### src/rtl/motoro3_hall_decoder.sv
`timescale 1ns/1ps
`default_nettype none
// ============================================================================
// Module      : motoro3_hall_decoder
// Description : Receive side of the 3-phase motor interface. Synchronizes and
//               debounces the three Hall sensors, decodes the commutation step
//               (0..5), the rotation direction and the step period, and flags
//               sequence, invalid-code and stall conditions.
// Revision    : 1.0 - initial release
// ----------------------------------------------------------------------------
// Ports
//   clk          in   1      system clock, all logic on posedge
//   nRst         in   1      asynchronous active-low reset
//   hA,hB,hC     in   1      raw asynchronous Hall inputs
//   m3hallStep   out  3      decoded step 0..5, holds last valid value
//   m3hallValid  out  1      accepted code is a valid step code
//   m3hallErr    out  1      accepted code is 000 or 111
//   m3dir        out  1      1 = forward (step+1), 0 = reverse (step-1)
//   m3period     out  CNT_W  cycles between the last two same-direction edges
//   m3periodVld  out  1      one-cycle pulse when m3period updates
//   m3stepErr    out  1      one-cycle pulse on a non-adjacent step jump
//   m3stall      out  1      no motion proven
// ============================================================================
module motoro3_hall_decoder #(
  parameter int DEB_CYC   = 8,
  parameter int CNT_W     = 22,
  parameter int STALL_CYC = 3000000
) (
  input  logic             clk,
  input  logic             nRst,
  input  logic             hA,
  input  logic             hB,
  input  logic             hC,
  output logic [2:0]       m3hallStep,
  output logic             m3hallValid,
  output logic             m3hallErr,
  output logic             m3dir,
  output logic [CNT_W-1:0] m3period,
  output logic             m3periodVld,
  output logic             m3stepErr,
  output logic             m3stall
);

  localparam int               c_deb_w = $clog2(DEB_CYC + 1);
  localparam logic [c_deb_w-1:0] c_deb = c_deb_w'(DEB_CYC);
  localparam logic [CNT_W-1:0] c_stall = CNT_W'(STALL_CYC);

  // {valid, step}; 000 and 111 decode as invalid
  function automatic logic [3:0] f_decode(input logic [2:0] code);
    case (code)
      3'b100:  f_decode = {1'b1, 3'd0};
      3'b110:  f_decode = {1'b1, 3'd1};
      3'b010:  f_decode = {1'b1, 3'd2};
      3'b011:  f_decode = {1'b1, 3'd3};
      3'b001:  f_decode = {1'b1, 3'd4};
      3'b101:  f_decode = {1'b1, 3'd5};
      default: f_decode = 4'b0000;
    endcase
  endfunction

  // --------------------------------------------------------------------------
  // Two-flop synchronizer
  // --------------------------------------------------------------------------
  logic [2:0] r_sync1;
  logic [2:0] r_sync2;

  always_ff @(posedge clk or negedge nRst) begin
    if (!nRst) begin
      r_sync1 <= '0;
      r_sync2 <= '0;
    end else begin
      r_sync1 <= {hA, hB, hC};
      r_sync2 <= r_sync1;
    end
  end

  // --------------------------------------------------------------------------
  // Debounce: the candidate is accepted once it has been stable for DEB_CYC
  // cycles. The stability count saturates at DEB_CYC, so an accepted code
  // cannot re-trigger an accept event.
  // --------------------------------------------------------------------------
  logic [2:0]         r_cand;
  logic [2:0]         r_acc;
  logic [c_deb_w-1:0] r_deb;
  logic               w_accept;

  assign w_accept = (r_deb == c_deb) && (r_cand != r_acc);

  always_ff @(posedge clk or negedge nRst) begin
    if (!nRst) begin
      r_cand <= '0;
      r_acc  <= '0;
      r_deb  <= '0;
    end else begin
      if (r_sync2 != r_cand) begin
        r_cand <= r_sync2;
        r_deb  <= c_deb_w'(1);
      end else if (r_deb != c_deb) begin
        r_deb <= r_deb + 1'b1;
      end
      if (w_accept) begin
        r_acc <= r_cand;
      end
    end
  end

  // --------------------------------------------------------------------------
  // Accept-event classification against the previous valid step
  // --------------------------------------------------------------------------
  logic [3:0] w_new_dec;
  logic [3:0] w_prev_dec;
  logic [2:0] w_step_inc;
  logic [2:0] w_step_dec;
  logic       w_fwd;
  logic       w_rev;

  assign w_new_dec  = f_decode(r_cand);
  assign w_prev_dec = f_decode(r_acc);
  assign w_step_inc = (m3hallStep == 3'd5) ? 3'd0 : m3hallStep + 3'd1;
  assign w_step_dec = (m3hallStep == 3'd0) ? 3'd5 : m3hallStep - 3'd1;
  assign w_fwd      = (w_new_dec[2:0] == w_step_inc);
  assign w_rev      = (w_new_dec[2:0] == w_step_dec);

  // --------------------------------------------------------------------------
  // Step / direction / period / stall tracking
  // --------------------------------------------------------------------------
  logic [CNT_W-1:0] r_cnt;
  logic             r_armed;

  always_ff @(posedge clk or negedge nRst) begin
    if (!nRst) begin
      m3hallStep  <= '0;
      m3hallValid <= 1'b0;
      m3hallErr   <= 1'b0;
      m3dir       <= 1'b0;
      m3period    <= '0;
      m3periodVld <= 1'b0;
      m3stepErr   <= 1'b0;
      m3stall     <= 1'b1;
      r_cnt       <= '0;
      r_armed     <= 1'b0;
    end else begin
      m3periodVld <= 1'b0;
      m3stepErr   <= 1'b0;

      if (r_cnt != '1) begin
        r_cnt <= r_cnt + 1'b1;
      end

      // Stall is evaluated first so that a sequential edge on the same cycle
      // (assigned below) overrides it.
      if (r_cnt == c_stall) begin
        m3stall <= 1'b1;
        r_armed <= 1'b0;
      end

      if (w_accept) begin
        if (!w_new_dec[3]) begin
          m3hallValid <= 1'b0;
          m3hallErr   <= 1'b1;
          r_armed     <= 1'b0;
        end else if (!w_prev_dec[3]) begin
          m3hallStep  <= w_new_dec[2:0];
          m3hallValid <= 1'b1;
          m3hallErr   <= 1'b0;
          r_armed     <= 1'b0;
        end else if (w_fwd || w_rev) begin
          m3hallStep <= w_new_dec[2:0];
          m3dir      <= w_fwd;
          m3stall    <= 1'b0;
          r_cnt      <= CNT_W'(1);
          // A period is only meaningful between two edges in the same
          // direction with no stall or jump in between.
          if (r_armed && (w_fwd == m3dir)) begin
            m3period    <= r_cnt;
            m3periodVld <= 1'b1;
          end
          r_armed <= 1'b1;
        end else begin
          m3hallStep <= w_new_dec[2:0];
          m3stepErr  <= 1'b1;
          r_cnt      <= CNT_W'(1);
          r_armed    <= 1'b0;
        end
      end
    end
  end

endmodule
`default_nettype wire

### config.mk
export PLATFORM = sky130hd
export DESIGN_NAME = motoro3_hall_decoder
export DESIGN_NICKNAME = d
export VERILOG_FILES = /design/src/rtl/motoro3_hall_decoder.sv
export SDC_FILE = /design/constraint.sdc
export NUM_CORES = 1
export LEC_CHECK = 0
export CAP_MARGIN = 20
export CORE_UTILIZATION = 31
export DETAILED_ROUTE_END_ITERATION = 8
export GPL_ROUTABILITY_DRIVEN = 0
export PLACE_DENSITY = 0.57
export SLEW_MARGIN = 20
export SYNTH_ARGS = -nofsm -noshare
export SYNTH_HDL_FRONTEND = slang
export SYNTH_SLANG_ARGS = --single-unit
export TNS_END_PERCENT = 5
### constraint.sdc
create_clock -name clk -period 4.78 [get_ports clk]
set_input_delay 1.434 -clock clk [delete_from_list [all_inputs] [get_ports clk]]
set_output_delay 1.434 -clock clk [all_outputs]
set_load 0.005 [all_outputs]
==> results.json <==
{
  "design_area_mm2": 0.004116,
  "syn_inst": 311,
  "synth_cell_types": 51,
  "switchingPower_uw": 292.3,
  "min_period_ns": 2.973,
  "arrival_ns": 3.20,
  "final_core_util_pct": 37.97,
  "postPlaceCellArea_mm2": 0.003908,
  "antenna_found_initial": 0,
  "async_reset_ff_share_pct": 100.0,
  "start_util_pct": 31.88,
  "p_seq_share_pct": 52.2,
  "internal_power_uw": 891.8,
  "seq_area_frac_synth_pct": 50.72,
  "synth_warnings": 0,
  "clkPwrFrac_pct": 42.2,
  "die_height_um": 107.6,
  "core.rowCount": 38,
  "postCtsHoldBufs": 0,
  "ys_top_cells_by_area": "dfrtp_1, mux2_4, xnor2_1",
  "p_leak_nw": 1.710,
  "synth_edf_count": 0,
  "synth_flop_cell": "dfrtp_1",
  "synth_most_common_cell": "dfrtp_1",
  "p_per_area_mw_per_mm2": 287.7,
  "syn_avg_cell_area_um2": 11.11,
  "yosys_register_bits": 70,
  "multi_input_area_mm2": 0.001582,
  "grt_max_degree": 49,
  "drt-wirelength-per-cell_um": 14.00,
  "hp-class": "register to register",
  "final_hold_viol_count": 0,
  "path_clk_slew_ns": 0.07,
  "relSlewSlack_pct": 46.52,
  "firstDrtPassIters": 4,
  "rsz0062_at_grt": "false",
  "synth_common_cells": "dfrtp_1, nor2_1, nand2_1",
  "regArea_mm2": 0.001753,
  "core_mm2": 0.01084,
  "die-area_mm2": 0.01157,
  "finalSetupViolCount": 0,
  "cp.required_ns": 5.01,
  "postRouteAntennaNets": 0,
  "grt_overflow": 0,
  "finalSetupTns_ns": 0,
  "slew_viol_final": 0,
  "place_hpwl_um": 4718,
  "grt_pass1_wl_um": 11810,
  "ctsResizeCount": 0,
  "cts_setup_buffers": 0,
  "ir_drop_mv": 0.1333,
  "dp.cells": 471,
  "cts_buffer_depth": 2,
  "clk_latency_ns": 0.35,
  "mappedNetlistNets": 320,
  "synth_top_area_cell": "dfrtp_1",
  "drive_gt1_share_pct": 14.41,
  "drt-total-wl_um": 6816,
  "status": "completed",
  "n_antenna_cell": 0,
  "vias": 2421,
  "dieWidth_um": 107.6,
  "root_buffer": "clkbuf_8",
  "cap_violations": 0,
  "crit_fanout": 23,
  "fmax_mhz": 336.4,
  "nets": 351,
  "avgViaCountPerCell": 4.971,
  "holdWs_ns": 0.3562,
  "fillCellCount": 1071,
  "cts_buffers": 9,
  "critPathLaunchType": "register",
  "ioPinCount": 36,
  "power_frac_comb_pct": 5.6,
  "netlist_area_mm2": 0.003456,
  "cts_tree": "yes",
  "critPathKind": "register to register",
  "finalClockSkew_ns": 0.01100,
  "grt_pass1_vias": 2353,
  "clock_sinks": 70,
  "grt_usage_pct": 13.07,
  "cts_max_level": 3,
  "dr.first_iter.drc_count": 139,
  "worstMarginPinSlew_ns": 0.7948,
  "p_sw_share_pct": 24.69,
  "numPortBuffers": 35,
  "yosysTopAreaCellShare_pct": 49.96,
  "syn_to_final_growth_pct": 19.12,
  "fin_crit_sh_pct": 62.19,
  "final_cells": 487,
  "drc": 0,
  "crit_path_end_kind": "register"
}
==> cell usage in the layout (no fill, tap or decap), types with 3 or more instances in the layout <==
| master | instances |
|---|---|
| dfrtp_1 | 69 |
| a21oi_1 | 15 |
| or4_1 | 4 |
| o31ai_1 | 8 |
| buf_4 | 4 |
| o21a_1 | 5 |
| nand2b_1 | 4 |
| o21ai_0 | 18 |
| nor2_1 | 23 |
| mux2_2 | 4 |
| clkbuf_8 | 10 |
| nor3_1 | 4 |
| and2_1 | 3 |
| nand3_1 | 11 |
| nor4_1 | 3 |
| o2111ai_1 | 3 |
| mux2i_1 | 3 |
| ha_1 | 4 |
| inv_1 | 8 |
| xnor2_1 | 11 |
| xor2_1 | 10 |
| clkdlybuf4s50_1 | 34 |
| nand2_1 | 20 |
| mux2_4 | 19 |
| or3_1 | 9 |
| and3_1 | 5 |
==> flip-flops by register name, summed over array words and instances, names as in the netlist <==
register	flops
r_cand	3
m3periodVld	1
m3hallErr	1
m3period	22
m3dir	1
r_armed	1
m3stall	1
r_sync1	3
m3stepErr	1
r_sync2	3
r_deb	4
m3hallStep	3
r_acc	3
r_cnt	22
m3hallValid	1
==> metrics by stage <==
step	setup slack, ns	power, mW
floorplan	2.265	0.6706
global placement	1.847	0.6966
detailed placement	1.806	0.6987
CTS	1.792	1.197
global route	1.574	1.232
finish	1.807	1.184
==> power groups by stage <==
stage / Clock, mW / Combinational (mW) / Sequential [mW]
after global placement: 0 / 0.0665 / 0.630
after CTS: 0.510 / 0.0681 / 0.619
after floorplan: 0 / 0.0533 / 0.617
after global routing: 0.536 / 0.0749 / 0.622
after detailed placement: 0 / 0.0681 / 0.631
final: 0.499 / 0.0663 / 0.618
==> final timing paths <==
kind / from / endpoint / slack (ns) / cells past startpoint
max in group asynchronous: nRst / r_cnt[4] / 2.97 / 2
worst max-delay path: r_cand[2] / m3period[0] / 1.81 / 6
min in group asynchronous: nRst / m3period[17] / 1.07 / 1
worst max register to register: r_cand[2] / m3period[0] / 1.81 / 6
worst min-delay path: r_sync1[0] / r_sync2[0] / 0.36 / 0
worst min register to register: r_sync1[0] / r_sync2[0] / 0.36 / 0
==> critical path, cell delays in order (launching register included) <==
cell	delay (ns)
dfrtp_1	0.63
or4b_1	0.63
a211oi_2	0.31
o31ai_1	0.18
a2111oi_4	0.30
buf_4	0.42
mux2_2	0.38
==> cells by family after synthesis <==
family	count (synthesis)	share of synthesized area, %
and+or+nand+nor	102	16.15
DFF	70	50.72
AOI/OAI and AO/OA	61	12.13
buffers and inverters	26	3.512
muxes	26	10.43
xor gates and xnor gates	21	5.322
adders and majority gates	5	1.738
==> metal layers <==
layer  vias to the layer above  GRT usage, %  wire length, µm
li1                       1180             -                -
met1                      1190         18.04             3454
met2                        44         19.18             2971
met3                         7         3.814              296
met4                         0         4.990               93
met5                         -             0                0
==> area by class of cell <==
cell class                      instances  area share [%]
Tap cell                              140           4.255
Multi-Input combinational cell        215           38.42
Clock inverter                          6           1.672
Clock buffer                           10           3.343
Timing Repair Buffer                   38           8.997
Sequential cell                        70           42.58
Inverter                                8          0.7295
Note: power is estimated with default switching activity, not from simulation.
